$ cat config.mk
export PLATFORM = sky130hd
export DESIGN_NAME = alu_div_unit_flat
export DESIGN_NICKNAME = d
export VERILOG_FILES = /design/src/rtl/alu_div_unit_if.sv /design/src/rtl/alu_div_unit.sv /design/src/flat_wrapper.sv
export SDC_FILE = /design/constraint.sdc
export NUM_CORES = 1
export LEC_CHECK = 0
export ABC_AREA = 0
export CORE_ASPECT_RATIO = 0.7
export CORE_MARGIN = 1.5
export CORE_UTILIZATION = 53
export CTS_BUF_LIST = sky130_fd_sc_hd__clkbuf_4 sky130_fd_sc_hd__clkbuf_8
export CTS_CLUSTER_DIAMETER = 40
export DETAILED_ROUTE_END_ITERATION = 8
export PLACE_DENSITY = 0.84
export SETUP_SLACK_MARGIN = 0.05
export SLEW_MARGIN = 10
export SYNTH_ARGS = -nofsm -noshare
export SYNTH_HDL_FRONTEND = slang
export SYNTH_SLANG_ARGS = --single-unit
$ cat constraint.sdc
create_clock -name clk_i -period 4.1 [get_ports clk_i]
set_input_delay 0.615 -clock clk_i [delete_from_list [all_inputs] [get_ports clk_i]]
set_output_delay 0.615 -clock clk_i [all_outputs]
set_load 0.02 [all_outputs]
$ cat src/rtl/alu_div_unit_if.sv
// Request/response bundle between the execute-stage control and the divider.
interface alu_div_unit_if #(
  parameter int unsigned WIDTH = 32
);
  logic             start_i;
  logic             signed_i;
  logic [WIDTH-1:0] dividend_i;
  logic [WIDTH-1:0] divisor_i;
  logic             busy_o;
  logic             done_o;
  logic [WIDTH-1:0] quotient_o;
  logic [WIDTH-1:0] remainder_o;
  logic             div_zero_o;

  // Requester side: issues operands, observes results.
  modport master (
    output start_i, signed_i, dividend_i, divisor_i,
    input  busy_o, done_o, quotient_o, remainder_o, div_zero_o
  );

  // Divider side.
  modport slave (
    input  start_i, signed_i, dividend_i, divisor_i,
    output busy_o, done_o, quotient_o, remainder_o, div_zero_o
  );
endinterface

$ cat src/rtl/alu_div_unit.sv
// Iterative restoring divider: one quotient bit per cycle on operand magnitudes,
// sign correction applied when the result is written.
module alu_div_unit #(
  parameter int unsigned WIDTH = 32
) (
  input  logic          clk_i,
  input  logic          rst_i,
  alu_div_unit_if.slave bus
);

  localparam int unsigned CNT_W = $clog2(WIDTH);

  typedef enum logic [1:0] {ST_IDLE, ST_RUN, ST_DONE} state_t;

  state_t           r_state;
  logic [CNT_W-1:0] r_cnt;
  logic [WIDTH-1:0] r_prem;
  logic [WIDTH-1:0] r_dvd;
  logic [WIDTH-1:0] r_dsr;
  logic             r_neg_q;
  logic             r_neg_r;
  logic             r_busy;
  logic             r_done;
  logic [WIDTH-1:0] r_quo;
  logic [WIDTH-1:0] r_rem;
  logic             r_dz;

  logic             w_accept;
  logic             w_a_neg;
  logic             w_b_neg;
  logic [WIDTH-1:0] w_a_mag;
  logic [WIDTH-1:0] w_b_mag;
  logic [WIDTH:0]   w_shift;
  logic [WIDTH:0]   w_sub;
  logic             w_ge;
  logic [WIDTH-1:0] w_prem_nxt;
  logic [WIDTH-1:0] w_quo_nxt;
  logic [WIDTH-1:0] w_quo_fix;
  logic [WIDTH-1:0] w_rem_fix;

  // Operand capture: magnitudes and sign flags (most negative value keeps its bit pattern = 2^(W-1)).
  assign w_accept = bus.start_i && (r_state != ST_RUN);
  assign w_a_neg  = bus.signed_i && bus.dividend_i[WIDTH-1];
  assign w_b_neg  = bus.signed_i && bus.divisor_i[WIDTH-1];
  assign w_a_mag  = w_a_neg ? WIDTH'(-bus.dividend_i) : bus.dividend_i;
  assign w_b_mag  = w_b_neg ? WIDTH'(-bus.divisor_i) : bus.divisor_i;

  // One restoring step; a set top bit of the shifted remainder already exceeds any divisor.
  assign w_shift    = {r_prem, r_dvd[WIDTH-1]};
  assign w_sub      = w_shift - {1'b0, r_dsr};
  assign w_ge       = w_shift[WIDTH] || !w_sub[WIDTH];
  assign w_prem_nxt = w_ge ? w_sub[WIDTH-1:0] : w_shift[WIDTH-1:0];
  assign w_quo_nxt  = {r_dvd[WIDTH-2:0], w_ge};

  // Sign correction on the final step: truncation toward zero.
  assign w_quo_fix = r_neg_q ? WIDTH'(-w_quo_nxt) : w_quo_nxt;
  assign w_rem_fix = r_neg_r ? WIDTH'(-w_prem_nxt) : w_prem_nxt;

  // Control FSM, datapath and result registers.
  always_ff @(posedge clk_i) begin
    if (rst_i) begin
      r_state <= ST_IDLE;
      r_cnt   <= '0;
      r_prem  <= '0;
      r_dvd   <= '0;
      r_dsr   <= '0;
      r_neg_q <= 1'b0;
      r_neg_r <= 1'b0;
      r_busy  <= 1'b0;
      r_done  <= 1'b0;
      r_quo   <= '0;
      r_rem   <= '0;
      r_dz    <= 1'b0;
    end else begin
      r_done <= 1'b0;
      case (r_state)
        ST_RUN: begin
          r_prem <= w_prem_nxt;
          r_dvd  <= w_quo_nxt;
          r_cnt  <= r_cnt - CNT_W'(1);
          if (r_cnt == '0) begin
            r_state <= ST_DONE;
            r_busy  <= 1'b0;
            r_done  <= 1'b1;
            r_quo   <= w_quo_fix;
            r_rem   <= w_rem_fix;
          end
        end
        default: begin
          if (w_accept) begin
            r_dz <= 1'b0;
            if (bus.divisor_i == '0) begin
              r_state <= ST_DONE;
              r_busy  <= 1'b0;
              r_done  <= 1'b1;
              r_quo   <= '1;
              r_rem   <= bus.dividend_i;
              r_dz    <= 1'b1;
            end else begin
              r_state <= ST_RUN;
              r_busy  <= 1'b1;
              r_cnt   <= CNT_W'(WIDTH - 1);
              r_prem  <= '0;
              r_dvd   <= w_a_mag;
              r_dsr   <= w_b_mag;
              r_neg_q <= w_a_neg ^ w_b_neg;
              r_neg_r <= w_a_neg;
            end
          end else begin
            r_state <= ST_IDLE;
          end
        end
      endcase
    end
  end

  assign bus.busy_o      = r_busy;
  assign bus.done_o      = r_done;
  assign bus.quotient_o  = r_quo;
  assign bus.remainder_o = r_rem;
  assign bus.div_zero_o  = r_dz;

endmodule

$ cat src/flat_wrapper.sv
// flat-port wrapper written by rule: the top's interface ports become plain ports
module alu_div_unit_flat 
#(
  parameter int unsigned WIDTH = 32
)
  (clk_i, rst_i, bus_start_i, bus_signed_i, bus_dividend_i, bus_divisor_i, bus_busy_o, bus_done_o, bus_quotient_o, bus_remainder_o, bus_div_zero_o);
  alu_div_unit_if #(.WIDTH(WIDTH)) bus_i ();
  input  logic clk_i;
  input  logic rst_i;
  input wire logic [$bits(bus_i.start_i)-1:0] bus_start_i;
  input wire logic [$bits(bus_i.signed_i)-1:0] bus_signed_i;
  input wire logic [$bits(bus_i.dividend_i)-1:0] bus_dividend_i;
  input wire logic [$bits(bus_i.divisor_i)-1:0] bus_divisor_i;
  output wire logic [$bits(bus_i.busy_o)-1:0] bus_busy_o;
  output wire logic [$bits(bus_i.done_o)-1:0] bus_done_o;
  output wire logic [$bits(bus_i.quotient_o)-1:0] bus_quotient_o;
  output wire logic [$bits(bus_i.remainder_o)-1:0] bus_remainder_o;
  output wire logic [$bits(bus_i.div_zero_o)-1:0] bus_div_zero_o;
  assign bus_i.start_i = bus_start_i;
  assign bus_i.signed_i = bus_signed_i;
  assign bus_i.dividend_i = bus_dividend_i;
  assign bus_i.divisor_i = bus_divisor_i;
  assign bus_busy_o = bus_i.busy_o;
  assign bus_done_o = bus_i.done_o;
  assign bus_quotient_o = bus_i.quotient_o;
  assign bus_remainder_o = bus_i.remainder_o;
  assign bus_div_zero_o = bus_i.div_zero_o;
  alu_div_unit #(.WIDTH(WIDTH)) u_core (.clk_i(clk_i), .rst_i(rst_i), .bus(bus_i));
endmodule
# ---- Yosys cells after proc, flatten, opt, wreduce, memory -nomap -nowiden
# Cells that the tools add are included.
dict set report word_totals {
  input_bits 68
  wordCells 73
  out_inout_bits 67
  regBits 172
}
dict set report classes {
  n_bitwise 3
  n_mux 34
  add_sub_neg 6
  reduce_logical 14
  n_eq_ne 4
}
# op count
set op_table {}
lappend op_table {{32-bit 2-to-1 mux} 19}
lappend op_table {{32-bit negator} 4}
lappend op_table {{33-bit by 32-bit subtractor with 33-bit output} 1}
lappend op_table {{32-bit zero test} 1}
lappend op_table {{5-bit 2-to-1 mux} 3}
lappend op_table {{1-bit 2-to-1 mux} 8}
lappend op_table {{2-bit 2-to-1 mux} 4}
lappend op_table {{2-bit AND reduction} 3}
lappend op_table {{3-bit AND reduction} 2}
lappend op_table {{5-bit zero test} 1}
lappend op_table {{5-bit by 1-bit subtractor with 5-bit output, second input constant} 1}
lappend op_table {{2-bit by 1-bit inequality test with 1-bit output, second input constant} 2}
lappend op_table {{2-bit nonzero test} 2}
lappend op_table {{1-bit logical AND} 3}
lappend op_table {{2-bit by 1-bit equality test with 1-bit output, second input constant} 1}
lappend op_table {{2-bit inequality test, second input constant} 1}
lappend op_table {{1-bit NOT} 2}
lappend op_table {{1-bit zero test} 1}
lappend op_table {{1-bit logical OR} 1}
lappend op_table {{1-bit bitwise XOR} 1}

# ---- Logic depth before layout (Yosys ltp)
dict set report depth {
  word_depth 8
  depth_mapped 20
}

# ---- Worst setup path before layout
# OpenSTA, ideal clock, no wires.
dict set report synth_timing {
  path_type {flip-flop to flip-flop}
  from {register u_core.r_dvd[31]}
  to {register u_core.r_rem[30] (netlist: u_core.bus.remainder_o[30])}
  period_less_slack_ns 4.421
  path_slack_ns -0.321
  n_path_buf 3
  path_stages_with_launch 21
  arrival_time_ns 4.336
  path_cell_list {dfxtp_1 > inv_1 > ha_1 > fa_1 > nor2b_1 > o21a_1 > o211ai_2 > o21ai_2 > a21o_2 > buf_2 > buf_1 > clkbuf_1 > nand2_1 > o21ai_0 > ha_1 > inv_1 > a2111oi_4 > nand4_1 > o31ai_1 > xor2_1 > a211oi_1}
}
dict set report synth_via {
  elab_chain_len 8
}
# item line_no
set synth_lines {}
lappend synth_lines {{from (decl)} alu_div_unit.sv:18} ;# logic [WIDTH-1:0] r_dvd;
lappend synth_lines {{from (signal assigned)} alu_div_unit.sv:79} ;# r_dvd <= w_quo_nxt;
lappend synth_lines {{from (signal assigned)} alu_div_unit.sv:104} ;# r_dvd <= w_a_mag;
lappend synth_lines {{33-bit by 32-bit subtractor with 33-bit output} alu_div_unit.sv:50} ;# assign w_sub = w_shift - {1'b0, r_dsr};
lappend synth_lines {{1-bit zero test} alu_div_unit.sv:51} ;# assign w_ge = w_shift[WIDTH] || !w_sub[WIDTH];
lappend synth_lines {{1-bit logical OR} alu_div_unit.sv:51}
lappend synth_lines {{32-bit 2-to-1 mux *} alu_div_unit.sv:52} ;# assign w_prem_nxt = w_ge ? w_sub[WIDTH-1:0] : w_shift[WIDTH-1:0];
lappend synth_lines {{32-bit negator} alu_div_unit.sv:57} ;# assign w_rem_fix = r_neg_r ? WIDTH'(-w_prem_nxt) : w_prem_nxt;
lappend synth_lines {{32-bit 2-to-1 mux *} alu_div_unit.sv:57}
lappend synth_lines {{32-bit 2-to-1 mux *} alu_div_unit.sv:81} ;# if (r_cnt == '0) begin
lappend synth_lines {{32-bit 2-to-1 mux *} alu_div_unit.sv:76} ;# case (r_state)
lappend synth_lines {{to (signal assigned)} alu_div_unit.sv:86} ;# r_rem <= w_rem_fix;
lappend synth_lines {{to (signal assigned)} alu_div_unit.sv:97} ;# r_rem <= bus.dividend_i;
lappend synth_lines {{to (decl)} alu_div_unit.sv:25} ;# logic [WIDTH-1:0] r_rem;
# Every way passes the cells marked *; elsewhere a longest branch is shown, timed or not. The select of a mux whose other input is x is not followed.
# A chain may end at the register's enable or synchronous reset.

# ---- Worst setup path in the final report
# Ends and elaborated chain as after synthesis.

==> impl_results.md <==
* Status: completed
* Final hold vios at 0
* Gr usage total at about a third
* Num CTS Buffers at 17
* Crit path time final at approximately 4 ns
* Hpwl dp at approximately 30 mm
* Share of layout cells above drive strength 1 at 11.6%
* First-pass GRT wire length at roughly 62 mm
* Worst EP required at around 4.5 ns
* Internal power at 6.89 mW
* Worst setup margin at around 0.12 ns
* Mapped Area at 12100 µm²
* Dpl cells at 2066
* PwrDens at 949 nW/µm²
* Clk sink count at 172
* Nets at 1881
* DRT antenna net count at 0
* Fin Hold WS at 0.468 ns
* Clk_lat worst skew at 0.48 ns
* Vias in the first global route at 11703
* Crit end category: flop
* Sw frac at 51.0%
* Routability cong. at 0.952
* CP Max Fanout at 4
* Area delta synth->final at 22.0%
* Reg power frac at 15.5%
* Vias at 13250
* Critical path type: reg2reg
* Core area at about 23000 µm²
* Die Y at 130 µm
* Max-cap violations at 0
* Rows at 46
* Worst Hold Class: reg2reg
* I/O Buffers at 134
* Net Sw Power at 7.17 mW
* Die area at 23800 µm²
* Die W at approximately 180 µm
* Syn Inst Count at 1624
* Non-Filler Instances at 2100
* Core Util, Final at between 60 and 70%
* Top FF cell, synth: dfxtp_1
* Clock-pin slew on the worst setup and hold paths at 0.10 ns
* Synth Net Count at 1731
* Yosys reg bits at 172
* Tcrit/Tclk final at between 90% and 100%
* Final setup fails at 0
* Largest net degree at the start of global routing at 92
* Initial antenna violation count at 1
* CTS tree: yes
* Drt pass-1 iters at 5
* Fill cell count at between 1500 and 2000
* Slew margin rel. at 25.6%
* # DRC at 0
* Root buf cell: clkbuf_8
* Achievable Freq at 251 MHz
* Critical path arrival at roughly 4.4 ns
* Violation count after the first detailed-route iteration at 1718
* Final WL at 39.9 mm
* Global route overflow at 0
* Wire per inst at around 19 µm
* Combinational share of power at 75.0%
* Leakage power at about 5.5 nW
* Ys Warns at 0
* Pins Over Slew Limit at 0
* Clock Path Buffers at 2
* Worst Max-Slew Pin Slew at 1.11 ns
* Clock Skew at 0.0178 ns
* Syn Area/Cell at 7.48 µm²
* Dpl ws at -0.0751 ns
* VDD IR max at 868 µV
* Startpoint Class: flop
* Number of distinct library cells after synthesis at 91
* CTS H-Tree Depth at 4
* FFs w/ async S/R, synth at 0%
* I/O Pins at about 140
* Sequential area share after synthesis at 28.4%
* Vias per std cell at approximately 6.3
* EDFF count, synth at 0
* Sum of negative setup slack at 0 ns
* Clk pwr share at under 10%
* Initial Util at 53.8%
logic make-up (layout without fill, tap and decap cells):
logic type / after synthesis / in the layout / share of synthesized area [%]
buf+inv: 164 / 327 / 5.78
simple gates: 597 / 597 / 22.8
xor+xnor: 123 / 123 / 8.87
compound gates: 509 / 509 / 28.4
flops: 172 / 172 / 28.4
mux: 20 / 20 / 1.70
fa+ha+maj: 39 / 39 / 4.08
other cells: 0 / 1 / 0
registers in the layout, indices dropped and copies added (netlist names):
register / count
u_core.bus.done_o: 1
u_core.bus.div_zero_o: 1
u_core.r_prem: 32
u_core.r_neg_r: 1
u_core.bus.quotient_o: 32
u_core.r_state: 2
u_core.bus.busy_o: 1
u_core.r_neg_q: 1
u_core.r_dsr: 32
u_core.bus.remainder_o: 32
u_core.r_cnt: 5
u_core.r_dvd: 32
synth_stat cells, types with 14 or more instances:
cell type	count	area, µm²
xnor2_1	64	561
or3_1	23	144
buf_2	14	70.1
nor4_1	15	93.8
o211ai_1	29	218
dfxtp_1	172	3440
a211oi_1	84	631
nor3_1	34	170
nor2_1	227	852
nand3_1	25	125
o21ai_0	79	395
o31ai_1	27	203
a21oi_1	125	626
ha_1	38	475
clkbuf_1	67	251
a31oi_1	41	257
inv_1	62	233
nand2_1	176	661
xor2_1	59	517
mux2i_1	15	150
layout by cell type (no fill, tap or decap), drive strengths merged, types with 42 or more instances in the layout:
master / n
nor2: 230
xnor2: 64
a21oi: 126
dfxtp: 172
inv: 64
nand2: 177
clkdlybuf4s50: 133
a211oi: 85
buf: 99
a31oi: 42
xor2: 59
o21ai: 83
routing by layer:
layer	up-vias	track usage [%]	share of wire, %
met1	6243	48.6	45
li1	6185	-	-
met3	58	7.11	11
met4	0	8.34	1.4
met5	-	0	0
met2	764	47.9	43
metrics by stage:
step	area, µm²	power [mW]
after floorplan	12200	8.80
after global placement	14200	11.7
after detailed placement	14200	11.9
after CTS	14700	13.4
after global routing	14800	14.9
final	14800	14.1
final cells by class:
cell class / instances / area (µm²) / share of cell area, %
multi-input combinational: 1288 / 8170 / 55.1
sequential: 172 / 3450 / 23.3
timing repair buffer: 232 / 2140 / 14.4
tap: 312 / 390 / 2.63
clock buffer: 23 / 304 / 2.05
inverter: 63 / 236 / 1.60
clock inverter: 9 / 134 / 0.904
antenna: 1 / 2.50 / 0.0169
what timing repair did:
action	4_1_cts	5_1_grt
endpoints found under the setup margin	4	17
setup buffers	0	1
pin swaps	1	7
hold buffers	0	0
cloned	0	0
resized for setup	7	27
power by group through the flow:
stage | clock network (mW) | logic, mW | registers, mW
after floorplan | 0 | 6.64 | 2.16
after CTS | 1.34 | 9.92 | 2.15
after global routing | 1.40 | 11.3 | 2.19
after detailed placement | 0 | 9.76 | 2.19
final | 1.33 | 10.5 | 2.17
after global placement | 0 | 9.56 | 2.18
critical path: stages, from the launching register on:
cell and delay (ns):
dfxtp_2 0.34, inv_1 0.04, ha_1 0.20, fa_1 0.42, nor2b_2 0.21, o21ai_0 0.18, a21oi_1 0.22, buf_4 0.16
a21boi_0 0.20, o21ai_1 0.19, a211o_1 0.34, a2111oi_4 0.37, nand4_1 0.15, buf_4 0.19, o31ai_2 0.29, xor2_1 0.13
a211oi_1 0.26
path summary, 6_finish.rpt:
| path | start | to | slack, ns | cells after the start |
|---|---|---|---|---|
| setup reg to reg | u_core.r_dvd[31]$_SDFFE_PP0P_ | u_core.bus.remainder_o[30]$_SDFFE_PP0P_ | 0.12 | 16 |
| setup / recovery | u_core.r_dvd[31]$_SDFFE_PP0P_ | u_core.bus.remainder_o[30]$_SDFFE_PP0P_ | 0.12 | 16 |
| hold reg to reg | u_core.r_dsr[31]$_SDFFE_PP0P_ | u_core.r_dsr[31]$_SDFFE_PP0P_ | 0.47 | 2 |
| hold / removal | u_core.r_dsr[31]$_SDFFE_PP0P_ | u_core.r_dsr[31]$_SDFFE_PP0P_ | 0.47 | 2 |
(Power assumes the default switching activity.)
